**config.mk**
```make
export PLATFORM = sky130hd
export DESIGN_NAME = uart_tx_fifo
export DESIGN_NICKNAME = d
export VERILOG_FILES = /design/src/rtl/uart_pkg.sv /design/src/rtl/sync_fifo.sv /design/src/rtl/uart_tx_fifo.sv
export SDC_FILE = /design/constraint.sdc
export NUM_CORES = 1
export LEC_CHECK = 0
export ABC_AREA = 1
export BUFFER_PORTS_ARGS = -buffer_cell sky130_fd_sc_hd__buf_4
export CAP_MARGIN = 25
export CORE_ASPECT_RATIO = 1.75
export CORE_UTILIZATION = 55
export DETAILED_ROUTE_END_ITERATION = 8
export GPL_ROUTABILITY_DRIVEN = 1
export PLACE_DENSITY = 0.8
export SYNTH_ARGS = -nofsm -noshare
export SYNTH_HDL_FRONTEND = slang
export SYNTH_HIERARCHICAL = 1
export SYNTH_SLANG_ARGS = --single-unit
export TNS_END_PERCENT = 30
```
**constraint.sdc**
```tcl
create_clock -name clk -period 5.8 [get_ports clk]
set_input_delay 0.29 -clock clk [delete_from_list [all_inputs] [get_ports clk]]
set_output_delay 0.29 -clock clk [all_outputs]
set_load 0.02 [all_outputs]
```
**src/rtl/uart_pkg.sv**
```systemverilog
// Shared UART definitions: baud/data-width constants and the transmit FSM states.
package uart_pkg;
  localparam int BAUD_9600_CLKS = 10417;
  localparam int UART_DATA_BITS = 8;

  typedef enum logic [1:0] {IDLE, START, DATA, STOP} uart_state_e;
endpackage

```
**src/rtl/sync_fifo.sv**
```systemverilog
// Synchronous FIFO. Full and empty come from the occupancy count; head is read from
// the flop array, so it is valid the cycle after the entry is written.
module sync_fifo #(
  parameter int WIDTH = 8,
  parameter int DEPTH = 16
) (
  input  logic                     clk,
  input  logic                     reset,
  input  logic                     push,
  input  logic                     pop,
  input  logic [WIDTH-1:0]         din,
  output logic [WIDTH-1:0]         head,
  output logic                     full,
  output logic                     empty,
  output logic [$clog2(DEPTH):0]   count
);
  localparam int AW = $clog2(DEPTH);
  localparam int CW = AW + 1;

  logic [WIDTH-1:0] mem [DEPTH];
  logic [AW-1:0]    wr_ptr, rd_ptr;
  logic             do_push, do_pop;

  assign full    = (count == CW'(DEPTH));
  assign empty   = (count == '0);
  assign do_push = push && !full;
  assign do_pop  = pop && !empty;
  assign head    = mem[rd_ptr];

  // Power-of-two depth lets the pointers wrap naturally.
  always_ff @(posedge clk) begin
    if (reset) begin
      wr_ptr <= '0;
      rd_ptr <= '0;
      count  <= '0;
    end else begin
      if (do_push) wr_ptr <= wr_ptr + AW'(1);
      if (do_pop)  rd_ptr <= rd_ptr + AW'(1);
      case ({do_push, do_pop})
        2'b10:   count <= count + CW'(1);
        2'b01:   count <= count - CW'(1);
        default: count <= count;
      endcase
    end
  end

  always_ff @(posedge clk) begin
    if (do_push) mem[wr_ptr] <= din;
  end
endmodule

```
**src/rtl/uart_tx_fifo.sv**
```systemverilog
// Buffered 8N1 UART transmitter: byte FIFO feeding an LSB-first serialiser with
// back-to-back frames when data is waiting at the end of the stop period.
module uart_tx_fifo
  import uart_pkg::*;
#(
  parameter int CLKS_PER_BIT = BAUD_9600_CLKS,
  parameter int FIFO_DEPTH   = 16,
  parameter int STOP_BITS    = 1
) (
  input  logic                          clk,
  input  logic                          reset,
  input  logic [UART_DATA_BITS-1:0]     tx_data,
  input  logic                          tx_valid,
  output logic                          tx_ready,
  output logic                          uart_tx,
  output logic                          busy,
  output logic [$clog2(FIFO_DEPTH):0]   fifo_count
);
  localparam int            BW        = (CLKS_PER_BIT > 1) ? $clog2(CLKS_PER_BIT) : 1;
  localparam logic [BW-1:0] BAUD_LAST = BW'(CLKS_PER_BIT - 1);
  localparam logic [2:0]    DATA_LAST = 3'(UART_DATA_BITS - 1);
  localparam logic [2:0]    STOP_LAST = 3'(STOP_BITS - 1);

  uart_state_e               state, state_n;
  logic [BW-1:0]             baud, baud_n;
  logic [2:0]                bit_idx, bit_n;
  logic [UART_DATA_BITS-1:0] shift, shift_n;
  logic [UART_DATA_BITS-1:0] head;
  logic                      full, empty, pop, line;

  sync_fifo #(.WIDTH(UART_DATA_BITS), .DEPTH(FIFO_DEPTH)) u_fifo (
    .clk   (clk),
    .reset (reset),
    .push  (tx_valid),
    .pop   (pop),
    .din   (tx_data),
    .head  (head),
    .full  (full),
    .empty (empty),
    .count (fifo_count)
  );

  // full is decoded from the registered count, so a same-cycle pop never opens the door.
  assign tx_ready = !full;

  always_comb begin
    state_n = state;
    baud_n  = baud;
    bit_n   = bit_idx;
    shift_n = shift;
    pop     = 1'b0;
    case (state)
      IDLE: begin
        if (!empty) begin
          shift_n = head;
          pop     = 1'b1;
          baud_n  = '0;
          state_n = START;
        end
      end
      START: begin
        if (baud == BAUD_LAST) begin
          baud_n  = '0;
          bit_n   = '0;
          state_n = DATA;
        end else begin
          baud_n = baud + BW'(1);
        end
      end
      DATA: begin
        if (baud == BAUD_LAST) begin
          baud_n  = '0;
          shift_n = shift >> 1;
          if (bit_idx == DATA_LAST) begin
            bit_n   = '0;
            state_n = STOP;
          end else begin
            bit_n = bit_idx + 3'd1;
          end
        end else begin
          baud_n = baud + BW'(1);
        end
      end
      STOP: begin
        if (baud == BAUD_LAST) begin
          baud_n = '0;
          if (bit_idx == STOP_LAST) begin
            bit_n = '0;
            // Chain straight into the next start bit when data is waiting.
            if (!empty) begin
              shift_n = head;
              pop     = 1'b1;
              state_n = START;
            end else begin
              state_n = IDLE;
            end
          end else begin
            bit_n = bit_idx + 3'd1;
          end
        end else begin
          baud_n = baud + BW'(1);
        end
      end
      default: state_n = IDLE;
    endcase
  end

  always_comb begin
    line = 1'b1;
    case (state)
      START:   line = 1'b0;
      DATA:    line = shift[0];
      default: line = 1'b1;
    endcase
  end

  always_ff @(posedge clk) begin
    if (reset) begin
      state   <= IDLE;
      baud    <= '0;
      bit_idx <= '0;
      shift   <= '0;
      uart_tx <= 1'b1;
      busy    <= 1'b0;
    end else begin
      state   <= state_n;
      baud    <= baud_n;
      bit_idx <= bit_n;
      shift   <= shift_n;
      uart_tx <= line;
      busy    <= (state != IDLE) || (fifo_count != '0);
    end
  end
endmodule
```
* Word-level counts from Yosys, hierarchy flattened *
Memory sizes are Yosys's and may differ from the RTL's. A register that Yosys moved wholly into a read port is not among the register bits.
Index checks and enable logic that the tools add are counted.
W data, S select, Z words.

word-level totals
  bits in registers = 42
  output and inout bits = 8
  RAM bits = 128
  memories = 1
  word-level logic and storage cells = 79

cells by class
  $add $sub $neg = 6
  equality and inequality tests = 14
  multiplexer cells = 32
  reduce and logical (&&, ||, !) cells = 17

memory list
  memory      words  bits a word  rd ports  clocked after Yosys merged registers in  write ports  line             source
  u_fifo.mem  16     8            1         1                                        1            sync_fifo.sv:20  logic [WIDTH-1:0] mem [DEPTH];

operator list
  operator                 count
  $mux W8                  4
  $mux W14                 2
  $pmux W14 S2             1
  $pmux W8 S3              1
  $mux W3                  5
  $add A14 B1 Y14 const B  1
  $eq A14 B14 Y1 const B   1
  $mux W2                  6
  $ne A2 B2 Y1 const B     6
  $pmux W5 S2              1
  $pmux W3 S3              1
  $add A4 B1 Y4 const B    2
  $mux W4                  2
  $pmux W2 S4              1
  $reduce_and A4 Y1        2
  $eq A2 B2 Y1 const B     3
  $mux W1                  6
  $reduce_and A6 Y1        1
  $reduce_bool A3 Y1       2
  $add A5 B1 Y5 const B    1
  $eq A5 B5 Y1 const B     1
  $logic_not A5 Y1         1
  $reduce_bool A5 Y1       1
  $sub A5 B1 Y5 const B    1
  11 further kinds         16

* Depth between registers and ports, before layout *
Gate-level depths: netlist (run 1).

  depth in word-level cells = 8
  depth in mapped cells = 21
  mapped depth without buffers = 21

* Cells and area by module *
The synthesis (run 1) kept the hierarchy.

by module, submodules not included
  module        area each (µm²)  instances  sequential area each (µm²)  cells each
  sync_fifo     6127.1           1          4184.0                      478
  uart_tx_fifo  1836.8           1          580.6                       264

* Worst setup path after synthesis (run 1) *
No wires, ideal clock.

  kind = reg2reg
  start point = register u_fifo.count[1]
  end point = register u_fifo.count[4]
  required time = 5.691 ns
  stages on the path, launching flop included = 19
  setup slack = 3.368 ns
  arrival time = 2.323 ns
  period minus slack after synthesis = 2.432 ns
  cells stage by stage = dfxtp_1 nor2_2 nand3_2 inv_1 inv_1 nand4_1 a21oi_1 nand2_4 inv_6 ha_1 xor2_1 ha_1 inv_1 nand2_2 nand2_1 nand3_1 nand3_1 nand2_1 inv_1

on the way
  cells in the longest elaborated chain, start to end = 8
  elaborated cells on any way between the ends = 16

RTL lines
  what                                                      line                                    source
  from (decl)                                               sync_fifo.sv:15                         output logic [$clog2(DEPTH):0] count
  from (signal assigned)                                    sync_fifo.sv:40                         2'b10: count <= count + CW'(1);
  from (signal assigned)                                    sync_fifo.sv:41                         2'b01: count <= count - CW'(1);
  from (signal assigned)                                    sync_fifo.sv:42                         default: count <= count;
  $logic_not A5 Y1 *                                        sync_fifo.sv:25                         assign empty = (count == '0);
  named net empty                                           uart_tx_fifo.sv:29                      logic full, empty, pop, line;
  $mux W1 *                                                 uart_tx_fifo.sv:54, uart_tx_fifo.sv:90
  $mux W1                                                   uart_tx_fifo.sv:87                      if (bit_idx == STOP_LAST) begin
  $mux W1                                                   uart_tx_fifo.sv:85                      if (baud == BAUD_LAST) begin
  $pmux W1 S2 *                                             uart_tx_fifo.sv:52                      case (state)
  named net pop                                             uart_tx_fifo.sv:29
  $logic_and A1 B1 Y1 *                                     sync_fifo.sv:27                         assign do_pop = pop && !empty;
  named net u_fifo.do_pop                                   sync_fifo.sv:22                         logic do_push, do_pop;
  $eq A2 B1 Y1 / $eq A2 B2 Y1 (equally long branches)       sync_fifo.sv:39                         case ({do_push, do_pop})
  $pmux W5 S2 / $reduce_bool A2 Y1 (equally long branches)  -

Mark *: on every way through the listed nets, which the timed path passes. The rest lies on a longest branch.
A chain may end at the register's enable or synchronous reset.

* Final worst setup path (run 1) *
  start point = register baud[0]
  end point = register u_fifo.count[3]

on the way
  cells in the longest elaborated chain, start to end = 6
  elaborated cells on any way between the ends = 8

RTL lines
  what                                                      line                 source
  from (decl)                                               uart_tx_fifo.sv:25   logic [BW-1:0] baud, baud_n;
  from (signal assigned)                                    uart_tx_fifo.sv:127  baud <= baud_n;
  $eq A14 B14 Y1 *                                          uart_tx_fifo.sv:85
  $mux W1 *                                                 uart_tx_fifo.sv:85
  $pmux W1 S2 *                                             uart_tx_fifo.sv:52
  named net pop                                             uart_tx_fifo.sv:29
  $logic_and A1 B1 Y1 *                                     sync_fifo.sv:27
  named net u_fifo.do_pop                                   sync_fifo.sv:22
  $eq A2 B1 Y1 / $eq A2 B2 Y1 (equally long branches)       sync_fifo.sv:39
  $pmux W5 S2 / $reduce_bool A2 Y1 (equally long branches)  -

Marks and branches as above.

==> results.cfg, run 1 <==
[setup_path]
crit_path_end_kind = flop
critPathKind = reg2reg
reg2reg_depth = 17
cp_data_required_time_ps = 6130
cp.arrival_ps = 3050
crit_fanout = 7
start_kind = flop

[die]
start_util_pct = 57.0
ios = 19
dieHeight_um = 161
coreArea_um2 = 14000
die-area_um2 = 15000
fp.dieW_um = 93.0
rows = 57

[pwr]
ir_worst_vdd_v = 0.000386
p_leak_nw = 3.25
finalPower_w = 0.00397
power_density_nw_per_um2 = 450

[outcome]
status = finished, final reports clean

[timing]
finalHoldViolations = 0
fmax_ghz = 0.368
setup_viol = 0
maxSlewViolCount = 0
layout_worst_path_cycle_share_pct = 46.9
tns_ps = 0
skew_ps = 13.1
worst_pin_slew_ps = 967
timing.final.crit_period_ps = 2720
rsz0062_at_grt = no
fin_ws_ps = 3080
slew_headroom_pct = 35.4

[yosys]
synth-seq-cells = 174
synth_top_family_by_area = simple AND/OR/NAND/NOR gates
synthAdderAreaFrac_pct = 2.99
synth_mux_area_share_pct = 4.90
ys_types = 40
async_flop_share_pct = 0
seq_area_frac_synth_pct = 59.8
synth_nets = 772
synth_edf_count = 128
synth.largest_area_cell = edfxtp_1
synth_ff_type = edfxtp_1
synth_area_um2 = 7960
synth_most_common_cell = edfxtp_1
synth_simple_gate_area_share_pct = 13.8
yosysWarningCount = 6
synth_cells = 742
syn_area_per_cell_um2 = 10.7
synthXorXnorAreaFrac_pct = 0.550
yosys.area.top_type_share_pct = 48.3
synth_compound_area_share_pct = 11.3
synthTopCellsByArea = edfxtp_1, dfxtp_1, mux2i_1
synth_common_cells = edfxtp_1, nand2_1, inv_1

[clock_tree]
holdBufCountCts = 0
root_buffer = clkbuf_16
clk_latency_ps = 430
clk_pin_slew_ps = 80
ctsResizeCount = 0
cts_tree = built
cts_buffers = 17
htree_levels = 4
clock_path_buffers = 2
clock_sinks = 174
postCtsSetupRepairBufs = 0

[grt]
grt_pass1_wl_mm = 27.6
track_usage_pct = 24.5
grt-ovfl-total = 0
antenna_found_initial = 0
grt_pass1_vias = 5553
grt_max_degree = 97

[worst_hold_path]
worstHoldPathType = in2reg
holdPathStages = 1

[cells_and_area]
stdcell_area_um2 = 8810
layoutNonFillerInstCount = 940
final.fill_count = 1060
drive_gt1_share_pct = 12.2
area_growth_pct = 10.7
n_antenna_cell = 0
nNetsFinal = 780
ff_latch_area_um2 = 4770
multi_input_area_um2 = 2680

[placement]
place.gp.congestion = 0.884
placed_area_um2 = 8130
dpl.cell_count = 906
pre_cts_ws_ps = 3120
dp_hpwl_mm = 11.6
portBuffers = 18

[routing]
routed-via-count = 5605
drc = 0
wl_mm = 17.9
vias_per_cell = 5.96
drt_first_pass_iters = 6
ant_nets = 0
routedWlPerCell_um = 19.0
initialDrtViolationCount = 448

[flow_run]
drv_cap = 0
power by group:
part           internal [W]  switching [W]
clock network      0.000627       0.000556
logic              0.000450       0.000809
registers           0.00143      0.0000931
through the flow:
step           util (%)  hold WS (ps)
4_1_cts            62.7           180
2_1_floorplan         -           389
3_3_place_gp       58.2           465
6_report           63.1           200
5_1_grt            63.1           173
3_5_place_dp       58.2           485
flip-flops by register name, summed over array words and instances (netlist names), named ones only:
name and count:
bit_idx 3, u_fifo/wr_ptr 4, u_fifo/count 5, u_fifo/rd_ptr 4, baud 14, shift 8, u_fifo/mem 128, busy 1
uart_tx 1, state 2
logic make-up after synthesis:
family	Yosys count
AOI/OAI and AO/OA	154
xor gates and xnor gates	5
adders and majority gates	19
buffers and inverters	117
DFF	174
muxes	39
and+or+nand+nor	234
cell type report:
type,count,share of cell area [%]
Sequential cell,174,54.1
Multi-Input combinational cell,451,30.4
Clock buffer,17,4.83
Inverter,85,3.68
Tap cell,177,2.51
Clock inverter,15,2.27
Timing Repair Buffer,21,2.24
layout by cell type (no fill, tap or decap), types with 2 or more instances in the layout:
| cell type | Yosys | final |
|---|---|---|
| clkinv_8 | 0 | 5 |
| inv_8 | 0 | 4 |
| clkinv_4 | 0 | 2 |
| nand3b_1 | 2 | 2 |
| clkbuf_16 | 0 | 17 |
| o211ai_1 | 32 | 32 |
| inv_6 | 1 | 4 |
| a211oi_1 | 3 | 3 |
| o21ai_0 | 52 | 52 |
| nor3_1 | 3 | 3 |
| buf_4 | 2 | 19 |
| a21oi_2 | 8 | 8 |
| nand2_2 | 4 | 4 |
| xor2_1 | 4 | 4 |
| nand4_1 | 9 | 9 |
| o21ai_1 | 3 | 3 |
| edfxtp_1 | 128 | 128 |
| nor4_1 | 3 | 3 |
| nand2_1 | 89 | 89 |
| nand2_4 | 6 | 6 |
| nand3_1 | 38 | 38 |
| nor3b_1 | 8 | 8 |
| nor2_2 | 5 | 5 |
| a21oi_1 | 53 | 53 |
| nor2_1 | 60 | 60 |
| ha_1 | 19 | 19 |
| inv_1 | 76 | 76 |
| mux2i_1 | 39 | 39 |
| dfxtp_1 | 46 | 45 |
| nand3_2 | 4 | 4 |
| inv_2 | 7 | 7 |
| buf_16 | 0 | 2 |
critical path, stage by stage, from the launching register on:
cell and delay, ps:
dfxtp_1 340, inv_1 80, ha_1 160, nand2_1 60, nor2_1 80, nand2_1 60
nor2_1 120, nand4_1 90, a21oi_1 230, nand2_4 120, inv_6 100, ha_1 280
xor2_1 370, nand4_1 200, nand4_1 130, nand3_1 90, nand2_1 70, inv_1 40
worst paths after layout:
| kind | slack, ps | start | endpoint |
|---|---|---|---|
| hold / removal | 200 | tx_data[0] | u_fifo/mem[1][0] |
| hold reg to reg | 500 | shift[6] | shift[6] |
| setup reg to reg | 3080 | baud[0] | u_fifo/count[3] |
| setup / recovery | 3080 | baud[0] | u_fifo/count[3] |
per-layer routing:
metal	GRT usage, %	wire length [um]	up-vias
met2	47.0	10100	254
met4	11.7	696	0
li1	-	-	2601
met5	0	0	-
met1	25.2	6170	2693
met3	3.67	884	57
No activity file was read; power rests on OpenSTA's default activity.
==> inputs of run 2 (changes only) <==
Clock period 5.8 ns to 2.6 ns, I/O delays scaled along.
==> results.cfg, run 2 (synthesis gave the netlist of run 1 again) <==
[outcome]
status = finished, final reports clean

[cells_and_area]
final.fill_count = 1048
multi_input_area_um2 = 2740
ff_latch_area_um2 = 4770
mostFrequentLayoutCells = edfxtp_1, nand2_1, inv_1
reg.largest.list = u_fifo/mem: 128 flops, baud: 14 flops, shift: 8 flops
area_growth_pct = 13.5
n_antenna_cell = 0
layout_commonest_cell = edfxtp_1
nNetsFinal = 804
largest_reg_flops = 128
regMostFlops = u_fifo/mem
drive_gt1_share_pct = 16.6
fin_util_pct = 64.7

[routing]
routed-via-count = 5614
drt_first_pass_iters = 7
routedWlPerCell_um = 17.8
vias_per_cell = 5.82
drc = 0
ant_nets = 0
wl_mm = 17.2
initialDrtViolationCount = 366

[setup_path]
crit_path_end_kind = flop
r2r_slack_ps = 130
cp_cell_sequence = nor2_2 > nand3_2 > inv_1 > inv_1 > nand4_1 > a21oi_2 > nand2_4 > inv_6 > ha_4 > xor2_2 > ha_2 > inv_1 > nand2_2 > nand2_2 > nand3_1 > nand3_1 > nand2_1 > inv_1
critPathKind = reg2reg
reg2reg_depth = 18
cp_slowest_cell = dfxtp_1
cp.arrival_ps = 2810
path_common_cell = inv_1
cp_data_required_time_ps = 2930
critical_path.max_stage_delay_ps = 490
crit_fanout = 5
start_kind = flop

[die]
start_util_pct = 57.0
fp.dieW_um = 93.0
rows = 57
ios = 19
dieHeight_um = 161
die-area_um2 = 15000
coreArea_um2 = 14000

[timing]
finalHoldViolations = 0
setup_viol = 0
timing.final.crit_period_ps = 2470
skew_ps = 16.0
layout_worst_path_cycle_share_pct = 95.1
worst_pin_slew_ps = 805
slew_headroom_pct = 46.1
timing.hold.ws_ps = 37.2
fmax_ghz = 0.405
maxSlewViolCount = 0

[clock_tree]
htree_levels = 4
clock_sinks = 174
holdBufCountCts = 0
clk_latency_ps = 430
clk_pin_slew_ps = 80
root_buffer = clkbuf_16
cts_tree = built
clock_path_buffers = 2
cts_buffers = 17

[grt]
grt_pass1_wl_mm = 27.1
grt-ovfl-total = 0
track_usage_pct = 24.0
antenna_found_initial = 0
grt_max_degree = 37
grt_pass1_vias = 5577

[pwr]
p_leak_nw = 3.36
finalPower_w = 0.00893
ir_worst_vdd_v = 0.000865
power_density_nw_per_um2 = 987

[worst_hold_path]
holdPathStages = 1
worstHoldPathType = in2reg

[placement]
portBuffers = 18
place.gp.congestion = 0.895
dp_hpwl_mm = 11.8

[flow_run]
drv_cap = 0
run 2: changes by cell type in the layout (fill, tap and decap cells not counted), moves of 3 or more:
cell,change
buf_4,+24
ha_1,-4
clkinv_8,+3
ha_4,+3
run 2: repair_timing:
action | in CTS | in global routing
pin swaps | 0 | 7
buffers inserted | 0 | 4
endpoints found under the hold margin | 0 | 0
setup endpoints to repair | 3 | 3
resized for setup | 2 | 15
run 2: metal layers:
layer  vias up  global-route usage [%]  share of wire (%)
met5         -                       0                  0
met4         0                    14.5                5.0
met3        61                    4.33                4.8
met2       208                    44.4                 55
met1      2695                    24.4                 35
li1       2650                       -                  -
run 2: metrics by stage:
stage                     setup WS [ps]  setup TNS (ps)  std cells  cell area, um^2
after global routing              -44.9           -58.3        964             9040
after CTS                          38.2               0        960             8950
final                               128               0        964             9040
after floorplan                     168               0        742             7960
after global placement              130               0        928             8320
after detailed placement          -35.5           -35.5        928             8320
run 2: worst paths after layout:
path                         from                 to
setup reg to reg  u_fifo/count[3]    u_fifo/count[4]
hold / removal         tx_data[2]  u_fifo/mem[10][2]
setup / recovery  u_fifo/count[3]    u_fifo/count[4]
hold reg to reg          shift[2]           shift[2]
run 2: critical path: cells and delay by family (launching register included):
family | cells | cell delay (ps)
AO/OA/AOI/OAI | 1 | 200
XOR/XNOR | 1 | 180
adder cells (fa/ha/maj) | 2 | 370
buffers and inverters | 5 | 310
flip-flops | 1 | 490
AND/OR/NAND/NOR | 9 | 810
run 2: layout make-up:
type	count	share of cell area, %
Clock buffer	17	4.70
Multi-Input combinational cell	451	30.3
Tap cell	177	2.45
Sequential cell	174	52.8
Clock inverter	15	2.13
Inverter	85	3.58
Timing Repair Buffer	45	4.01
run 2: power breakdown:
part           switching [W]  internal [W]  total (W)
Sequential          0.000240       0.00320    0.00344
Clock                0.00123       0.00131    0.00253
Combinational        0.00180       0.00116    0.00295
Total                0.00326       0.00567    0.00893
